### src/rtl/stream_demux_pkg.sv
// Shared constants and helpers for the 1:N stream demultiplexer.
package stream_demux_pkg;

  localparam logic MODE_EXPLICIT = 1'b0;
  localparam logic MODE_RR       = 1'b1;

  // Field width able to index n items; never narrower than one bit.
  function automatic int sel_width(input int n);
    return (n > 1) ? $clog2(n) : 1;
  endfunction

endpackage

### src/rtl/demux_lane_reg.sv
// One-entry valid/ready output register; data reads as zero whenever empty.
module demux_lane_reg #(
  parameter int BITS = 16
) (
  input  logic            clk,
  input  logic            rst,
  input  logic            load,
  input  logic [BITS-1:0] ld_data,
  input  logic            ready,
  output logic            valid,
  output logic [BITS-1:0] data
);

  // A load wins over a drain in the same cycle, so back-to-back beats leave no bubble.
  always_ff @(posedge clk or posedge rst) begin
    if (rst) begin
      valid <= 1'b0;
      data  <= '0;
    end else if (load) begin
      valid <= 1'b1;
      data  <= ld_data;
    end else if (valid && ready) begin
      valid <= 1'b0;
      data  <= '0;
    end
  end

endmodule

### src/rtl/stream_demux_1ton.sv
// Registered 1:N stream demux with explicit-select and burst round-robin routing.
module stream_demux_1ton
  import stream_demux_pkg::*;
#(
  parameter int BITS      = 16,
  parameter int NUM_OUT   = 4,
  parameter int SEL_W     = sel_width(NUM_OUT),
  parameter int BURST_LEN = 1
) (
  input  logic                    clk,
  input  logic                    rst,
  input  logic                    mode,
  input  logic                    in_valid,
  output logic                    in_ready,
  input  logic [BITS-1:0]         in_data,
  input  logic [SEL_W-1:0]        in_sel,
  output logic [NUM_OUT-1:0]      out_valid,
  input  logic [NUM_OUT-1:0]      out_ready,
  output logic [NUM_OUT*BITS-1:0] out_data,
  output logic [SEL_W-1:0]        rr_ptr,
  output logic                    err_drop
);

  localparam int                CNT_W    = sel_width(BURST_LEN);
  localparam logic [SEL_W-1:0]  PTR_LAST = SEL_W'(NUM_OUT - 1);
  localparam logic [CNT_W-1:0]  CNT_LAST = CNT_W'(BURST_LEN - 1);
  localparam logic [SEL_W:0]    NUM_LIM  = (SEL_W+1)'(NUM_OUT);

  logic [CNT_W-1:0]   burst_cnt;
  logic [SEL_W-1:0]   tgt;
  logic               tgt_ok;
  logic               accept;
  logic [NUM_OUT-1:0] lane_free;
  logic [NUM_OUT-1:0] load;

  assign tgt       = (mode == MODE_RR) ? rr_ptr : in_sel;
  assign tgt_ok    = ({1'b0, tgt} < NUM_LIM);
  assign lane_free = ~out_valid | out_ready;
  // Out-of-range selects are always accepted so the producer never deadlocks on them.
  assign in_ready  = tgt_ok ? lane_free[tgt] : 1'b1;
  assign accept    = in_valid & in_ready;

  for (genvar k = 0; k < NUM_OUT; k++) begin : g_lane
    assign load[k] = accept & tgt_ok & (tgt == SEL_W'(k));

    demux_lane_reg #(.BITS(BITS)) u_lane (
      .clk     (clk),
      .rst     (rst),
      .load    (load[k]),
      .ld_data (in_data),
      .ready   (out_ready[k]),
      .valid   (out_valid[k]),
      .data    (out_data[k*BITS +: BITS])
    );
  end

  always_ff @(posedge clk or posedge rst) begin
    if (rst) err_drop <= 1'b0;
    else     err_drop <= accept & ~tgt_ok;
  end

  // Explicit mode parks the pointer so entering round-robin always starts at lane 0.
  always_ff @(posedge clk or posedge rst) begin
    if (rst) begin
      rr_ptr    <= '0;
      burst_cnt <= '0;
    end else if (mode == MODE_EXPLICIT) begin
      rr_ptr    <= '0;
      burst_cnt <= '0;
    end else if (accept) begin
      if (burst_cnt == CNT_LAST) begin
        burst_cnt <= '0;
        rr_ptr    <= (rr_ptr == PTR_LAST) ? '0 : rr_ptr + 1'b1;
      end else begin
        burst_cnt <= burst_cnt + 1'b1;
      end
    end
  end

endmodule

### config.mk
export PLATFORM = sky130hd
export DESIGN_NAME = stream_demux_1ton
export DESIGN_NICKNAME = d
export VERILOG_FILES = /design/src/rtl/stream_demux_pkg.sv /design/src/rtl/demux_lane_reg.sv /design/src/rtl/stream_demux_1ton.sv
export SDC_FILE = /design/constraint.sdc
export NUM_CORES = 1
export LEC_CHECK = 0
export ABC_AREA = 1
export BUFFER_PORTS_ARGS = -buffer_cell sky130_fd_sc_hd__buf_4
export CORE_ASPECT_RATIO = 0.7
export CORE_UTILIZATION = 40
export DETAILED_ROUTE_END_ITERATION = 6
export PLACE_DENSITY = 0.71
export SLEW_MARGIN = 5
export SYNTH_ARGS = -nofsm -noshare
export SYNTH_HDL_FRONTEND = slang
export SYNTH_SLANG_ARGS = --single-unit
export TNS_END_PERCENT = 5
### constraint.sdc
create_clock -name clk -period 3.8 [get_ports clk]
set_clock_uncertainty 0.15 [all_clocks]
set_input_delay 0.38 -clock clk [delete_from_list [all_inputs] [get_ports clk]]
set_output_delay 0.38 -clock clk [all_outputs]
set_load 0.05 [all_outputs]
==> impl_results.md, run 1 <==
* Unrepaired setup endpoints after global routing: no
* Cts-stage hold buffer count at 0
* CTS clk-pin slew, worst paths at around 0.05 ns
* Worst R2R Setup Slack at between 1.5 and 2 ns
* Status: complete, no violations
* Met1 Wirelength at approximately 4000 µm
* DRT Pass-1 Iters at 4
* Crit-path max FO at 34
* CTS Buf Count at 9
* Setup TNS at 0 ns
* Post-route DRC at 0
* DP Cell Count at 512
* Core area at around 0.0075 mm²
* Postcts setup bufs at 0
* Initial Util at 0.4276
* Synth top area cells: dfrtp_1 (54%), nand2_1 (12%), nand3_1 (10%)
* H-tree depth at 3
* Req. time, crit path at about 3.3 ns
* Critical Path End Type: output pin
* Global-route wire length before repair at between 10000 and 15000 µm
* Vias at ~2.8k
* Commonest non-fill, non-tap cell in the layout: nand2_1
* Final setup vio count at 0
* Clock sink total at 70
* Upper clock frequency limit at around 0.41 GHz
* Post-DR vias/cell at between 5 and 6
* R2R Path End: g_lane[3].u_lane.data[3]
* Non-filler cells, final at between 500 and 600
* Synth Area per Inst at around 9.4 µm²
* Nets at around 450
* Final setup margin at 1.381 ns
* Synthesized area at between 0.003 and 0.004 mm²
* DR top layer: met4
* Fin util at 0.5540
* Longest Clk Path Bufs at 2
* Gate count after technology mapping at between 300 and 400
* Iter 0 DRT Violations at between 150 and 200
* Ports at approximately 100
* Final hold slack at 0.04632 ns
* Final period utilization at 0.6365
* Avg WL per Cell at about 17 µm
* Most frequent CP cell: nand2_4
* Number of buffers added on ports at 96
* Met2 WL at 3711 µm
* Antenna cells at 0
* Gr usage total at 0.2181
* Global placement routability congestion at around 0.8
* Antenna viol nets, final at 0
* R2r startpoint: rr_ptr[0]
* Total routed wirelength at 8748 µm
* Syn nets at 369
* Unique masters post-synth at 24
* WL met3 at between 900 and 1000 µm
* Leak at between 2 and 2.5 nW
* Yosys Warn Count at 0
* Rows at 26
* Min Tclk post-route at between 2 and 2.5 ns
* Grt total ovfl at 0
* Worst Max-Slew Pin Slew at ~0.74 ns
* Slowest stage delay, CP at ~0.42 ns
* Max-Cap Viols at 0
* Seq/Total Area, Yosys at 0.5428
* Setup crit start kind: flip-flop
* Clk_lat worst skew at between 0.3 and 0.4 ns
* CTS tree: yes
* Die ar. at 0.008436 mm²
* Post-DP HPWL at 6232 µm
* Commonest non-fill, non-tap cells in the layout: nand2_1 (104), buf_4 (97), dfrtp_1 (70)
* Die X-Extent at about 110 µm
* Slew HR at 0.5039
* Power Density at between 700 and 800 mW/mm²
* Filler cells at just over 700
* Die H at a little under 80 µm
* Final max-slew violation count at 0
* Synth-to-layout area growth at 29.59%
* Area leader, netlist: dfrtp_1
* Peak supply drop at between 0.3 and 0.4 mV
* Post-synth top area share at 0.5428
* DP Worst Slack at approximately 1.7 ns
* Cts repair resizes at 0
* WS Path Type: flip-flop to output pin
* Initial antenna violation count at 0
* FF-to-FF path depth at 9
* Crit path DAT at roughly 1.9 ns
* HP Class: input port to asynchronous set/reset pin
* Hold Vio Cnt, Final at 0
* Vias in the first global route at approximately 2.6k
* CP max stage cell: dfrtp_1
* Cell chain of the critical path: nand2_2 -> nand2_4 -> nand2_4 -> nand2_4 -> nand2_8 -> and2_4 -> buf_4
* Clk root buf: clkbuf_16
* Largest net degree at the start of global routing at 38
* FF+latch count, synth at 70
* Share of layout cells above drive strength 1 at 0.3163
registers in the layout (all words and copies together) (netlist names):
name,count
g_lane.u_lane.data,64
rr_ptr,2
g_lane.u_lane.valid,4
worst max path at each step:
| stage | startpoint | to | slack [ns] | cells after the start |
|---|---|---|---|---|
| 6_report | rr_ptr[0] | in_ready | 1.38 | 7 |
| 5_1_grt | rr_ptr[0] | in_ready | 1.28 | 7 |
| 4_1_cts | rr_ptr[0] | in_ready | 1.38 | 7 |
| 3_5_place_dp | mode | in_ready | 1.65 | 8 |
| 3_3_place_gp | mode | in_ready | 1.71 | 8 |
| 2_1_floorplan | rst | g_lane[0].u_lane.data[0] | 1.50 | 1 |
cell usage after synthesis:
master / instances
nand2_1: 104
dfrtp_1: 70
nand3_1: 66
nand4_1: 32
buf_2: 10
inv_1: 7
nand2_2: 7
buf_4: 5
inv_2: 5
nor2_1: 5
clkbuf_1: 4
nand2_4: 4
nand4_4: 4
o21ai_0: 4
buf_8: 3
buf_6: 2
nand2_8: 2
o21ai_1: 2
and2_4: 1
buf_12: 1
conb_1: 1
ha_1: 1
nor2_4: 1
nor2_8: 1
cells by family (layout without fill, tap and decap cells):
group	Yosys count	after routing	share of synthesized area
and+or+nand+nor	227	227	0.3699
AOI/OAI and AO/OA	6	6	0.009306
DFF	70	70	0.5428
other	1	1	0.001162
buffers and inverters	37	125	0.07290
adders and majority gates	1	1	0.003877
critical path, delay by kind of cell (launching register included):
family | cells | cell delay [ns]
flip-flops | 1 | 0.42
AND/OR/NAND/NOR | 6 | 0.86
buffers and inverters | 1 | 0.27
stage by stage:
stage | area (µm²) | power (W)
after floorplan | 3227 | 0.001865
after global placement | 3887 | 0.002216
after detailed placement | 3887 | 0.002237
after CTS | 4182 | 0.003071
after global routing | 4182 | 0.003179
final | 4182 | 0.003053
metal layers:
metal / up-vias / global-route usage
met1: 1352 / 0.3375
met3: 2 / 0.07908
met4: 0 / 0.02933
met2: 117 / 0.2937
li1: 1320 / -
met5: - / 0
where the power goes:
group / total [W] / internal, W / leakage (nW) / switching, W
registers: 0.00102 / 0.000911 / 0.912 / 0.000108
logic: 0.00120 / 0.000325 / 1.21 / 0.000876
clock network: 0.000833 / 0.000527 / 0.144 / 0.000307
cell type report:
type / instances / area [µm²] / share of cell area
Clock buffer: 13 / 250.2 / 0.05984
Tap cell: 98 / 122.6 / 0.02932
Inverter: 12 / 45.04 / 0.01077
Multi-Input combinational cell: 235 / 1240 / 0.2965
Sequential cell: 70 / 1752 / 0.4189
Clock inverter: 3 / 43.79 / 0.01047
Timing Repair Buffer: 97 / 728.2 / 0.1741
No activity file was read; power rests on OpenSTA's default activity.
==> run 2, diff against run 1 <==
--- a/config.mk
+++ b/config.mk
@@ -10,7 +10,7 @@
 export CORE_ASPECT_RATIO = 0.7
 export CORE_UTILIZATION = 40
 export DETAILED_ROUTE_END_ITERATION = 6
-export PLACE_DENSITY = 0.71
+export PLACE_DENSITY = 0.73
 export SLEW_MARGIN = 5
 export SYNTH_ARGS = -nofsm -noshare
 export SYNTH_HDL_FRONTEND = slang
==> constraint.sdc (replaced) <==
create_clock -name clk -period 2.2 [get_ports clk]
set_clock_uncertainty 0.15 [all_clocks]
set_input_delay 0.22 -clock clk [delete_from_list [all_inputs] [get_ports clk]]
set_output_delay 0.22 -clock clk [all_outputs]
set_load 0.05 [all_outputs]
==> impl_results.md, run 2 (synthesis gave the netlist of run 1 again) <==
* Status: complete, no violations
* Avg WL per Cell at 17.00 µm
* Commonest non-fill, non-tap cell in the layout: nand2_1
* Vias in the first global route at between 2k and 3k
* Ports at 98
* Share of layout cells above drive strength 1 at 0.3129
* Grt total ovfl at 0
* Overall Power at about 0.0056 W
* Global placement routability congestion at 0.8702
* Non-filler cells, final at ~560
* CTS clk-pin slew, worst paths at roughly 0.05 ns
* Crit path DAT at around 1.8 ns
* Gate power share at 0.380
* Final max-slew violation count at 0
* Longest Clk Path Bufs at 2
* Filler cells at 639
* Crit path launch: out_ready[2]
* Die X-Extent at between 100 and 150 µm
* Unrepaired setup endpoints after global routing: no
* CTS tree: yes
* Worst hold start: mode
* Max reg flops at between 60 and 70
* Final period utilization at 0.9714
* Antenna viol nets, final at 0
* Total routed wirelength at around 9400 µm
* FF+latch area at around 0.0018 mm²
* Leak at 2.407 nW
* Power Density at 1245 mW/mm²
* Die ar. at about 0.0084 mm²
* Clock sink total at 70
* Final setup vio count at 0
* Worst R2R Setup Slack at ~0.22 ns
* Initial antenna violation count at 0
* WS Path Type: input port to output pin
* Worst Max-Slew Pin Slew at 0.6275 ns
* CTS Buf Count at 9
* Hold Path Sink: rr_ptr[1]
* Gr usage total at 0.2356
* Min Tclk post-route at 2.137 ns
* Number of buffers added on ports at 96
* Post-DP HPWL at 6130 µm
* Final hold slack at 0.03201 ns
* Critical Path End Type: output pin
* Iter 0 DRT Violations at 215
* Clock Power Share at 0.305
* DRT Pass-1 Iters at 5
* Post-route DRC at 0
* R2R Path End: g_lane[3].u_lane.data[8]
* Req. time, crit path at ~1.8 ns
* Clk_lat worst skew at ~0.33 ns
* Post-DR vias/cell at around 5.3
* Setup crit start kind: input port
* Peak supply drop at around 0.51 mV
* Max-Cap Viols at 0
* Sw Ratio at 0.4035
* Slew HR at 0.5807
* Largest Register: g_lane.u_lane.data
* Antenna cells at 0
* Largest net degree at the start of global routing at approximately 70
* Nets at around 480
* Hold Path Stages at 3
* Synth-to-layout area growth at 39.63%
* Global-route wire length before repair at 14880 µm
* Cell-internal power at roughly 0.0033 W
* R2r startpoint: rr_ptr[0]
* FF-to-FF path depth at 9
* Commonest non-fill, non-tap cells in the layout: nand2_1 (104), buf_4 (101), dfrtp_1 (70)
* Multi-input gate area at approximately 0.0012 mm²
* Core area at ~0.0075 mm²
* H-tree depth at 3
* Die H at 77.15 µm
* Psw at about 0.0023 W
* Crit-path max FO at 7
* Vias at 2960
* Hold Vio Cnt, Final at 0
* DP Cell Count at between 500 and 600
* Flop pwr share at 0.315
* HP Class: input port to flip-flop
* Cts repair resizes at 0
* Clk root buf: clkbuf_16
* Initial Util at 0.4276
* Upper clock frequency limit at approximately 0.47 GHz
* Rows at 26
* Fin util at 0.5970
* Largest regs: g_lane.u_lane.data (64), g_lane.u_lane.valid (4), rr_ptr (2)
* Setup TNS at 0 ns
run 2: how the worst max path moves through the flow:
stage / end / slack, ns
2_1_floorplan: g_lane[0].u_lane.data[0] / 0.06
3_3_place_gp: g_lane[3].u_lane.data[15] / 0.35
3_5_place_dp: g_lane[3].u_lane.data[14] / 0.28
4_1_cts: in_ready / 0.03
5_1_grt: in_ready / 0.04
6_report: in_ready / 0.06
run 2: final cells by class:
type	count	share of cell area
clock inverter	3	0.01999
inverter	12	0.009997
multi-input combinational	236	0.2769
sequential	70	0.3888
timing repair buffer	123	0.2194
tap	98	0.02721
clock buffer	13	0.05776
run 2: per-layer routing:
layer  global-route usage  share of wire
met5                    0              0
met4              0.06267         0.0078
met3              0.08333           0.11
met2               0.3296           0.43
met1               0.3422           0.46
run 2: repair_timing:
action,in CTS,in global routing
pin swaps,1,1
hold endpoints to repair,103,0
endpoints found under the setup margin,1,1
hold buffers,21,0
cloned,1,0
setup buffers,0,3
run 2: power groups by stage:
stage | Clock [W] | Combinational [W] | Sequential [W]
final | 0.00171 | 0.00213 | 0.00177
after global routing | 0.00179 | 0.00225 | 0.00180
after CTS | 0.00173 | 0.00213 | 0.00176
after detailed placement | 0 | 0.00209 | 0.00178
after global placement | 0 | 0.00207 | 0.00177
after floorplan | 0 | 0.000502 | 0.00272
run 2: critical path, cell delays in order:
cell and delay (ns):
dlygate4sd3_1 0.54, buf_4 0.14, nor2_1 0.15, nand3_1 0.14, nand2_4 0.12, nand2_8 0.08
and2_4 0.18, buf_4 0.19
run 2: stage by stage:
| stage | instance area [µm²] | worst slack (ns) |
|---|---|---|
| 2_1_floorplan | 3227 | 0.06179 |
| 3_3_place_gp | 3915 | 0.3469 |
| 3_5_place_dp | 3915 | 0.2796 |
| 4_1_cts | 4483 | 0.03034 |
| 5_1_grt | 4506 | 0.03914 |
| 6_report | 4506 | 0.06294 |
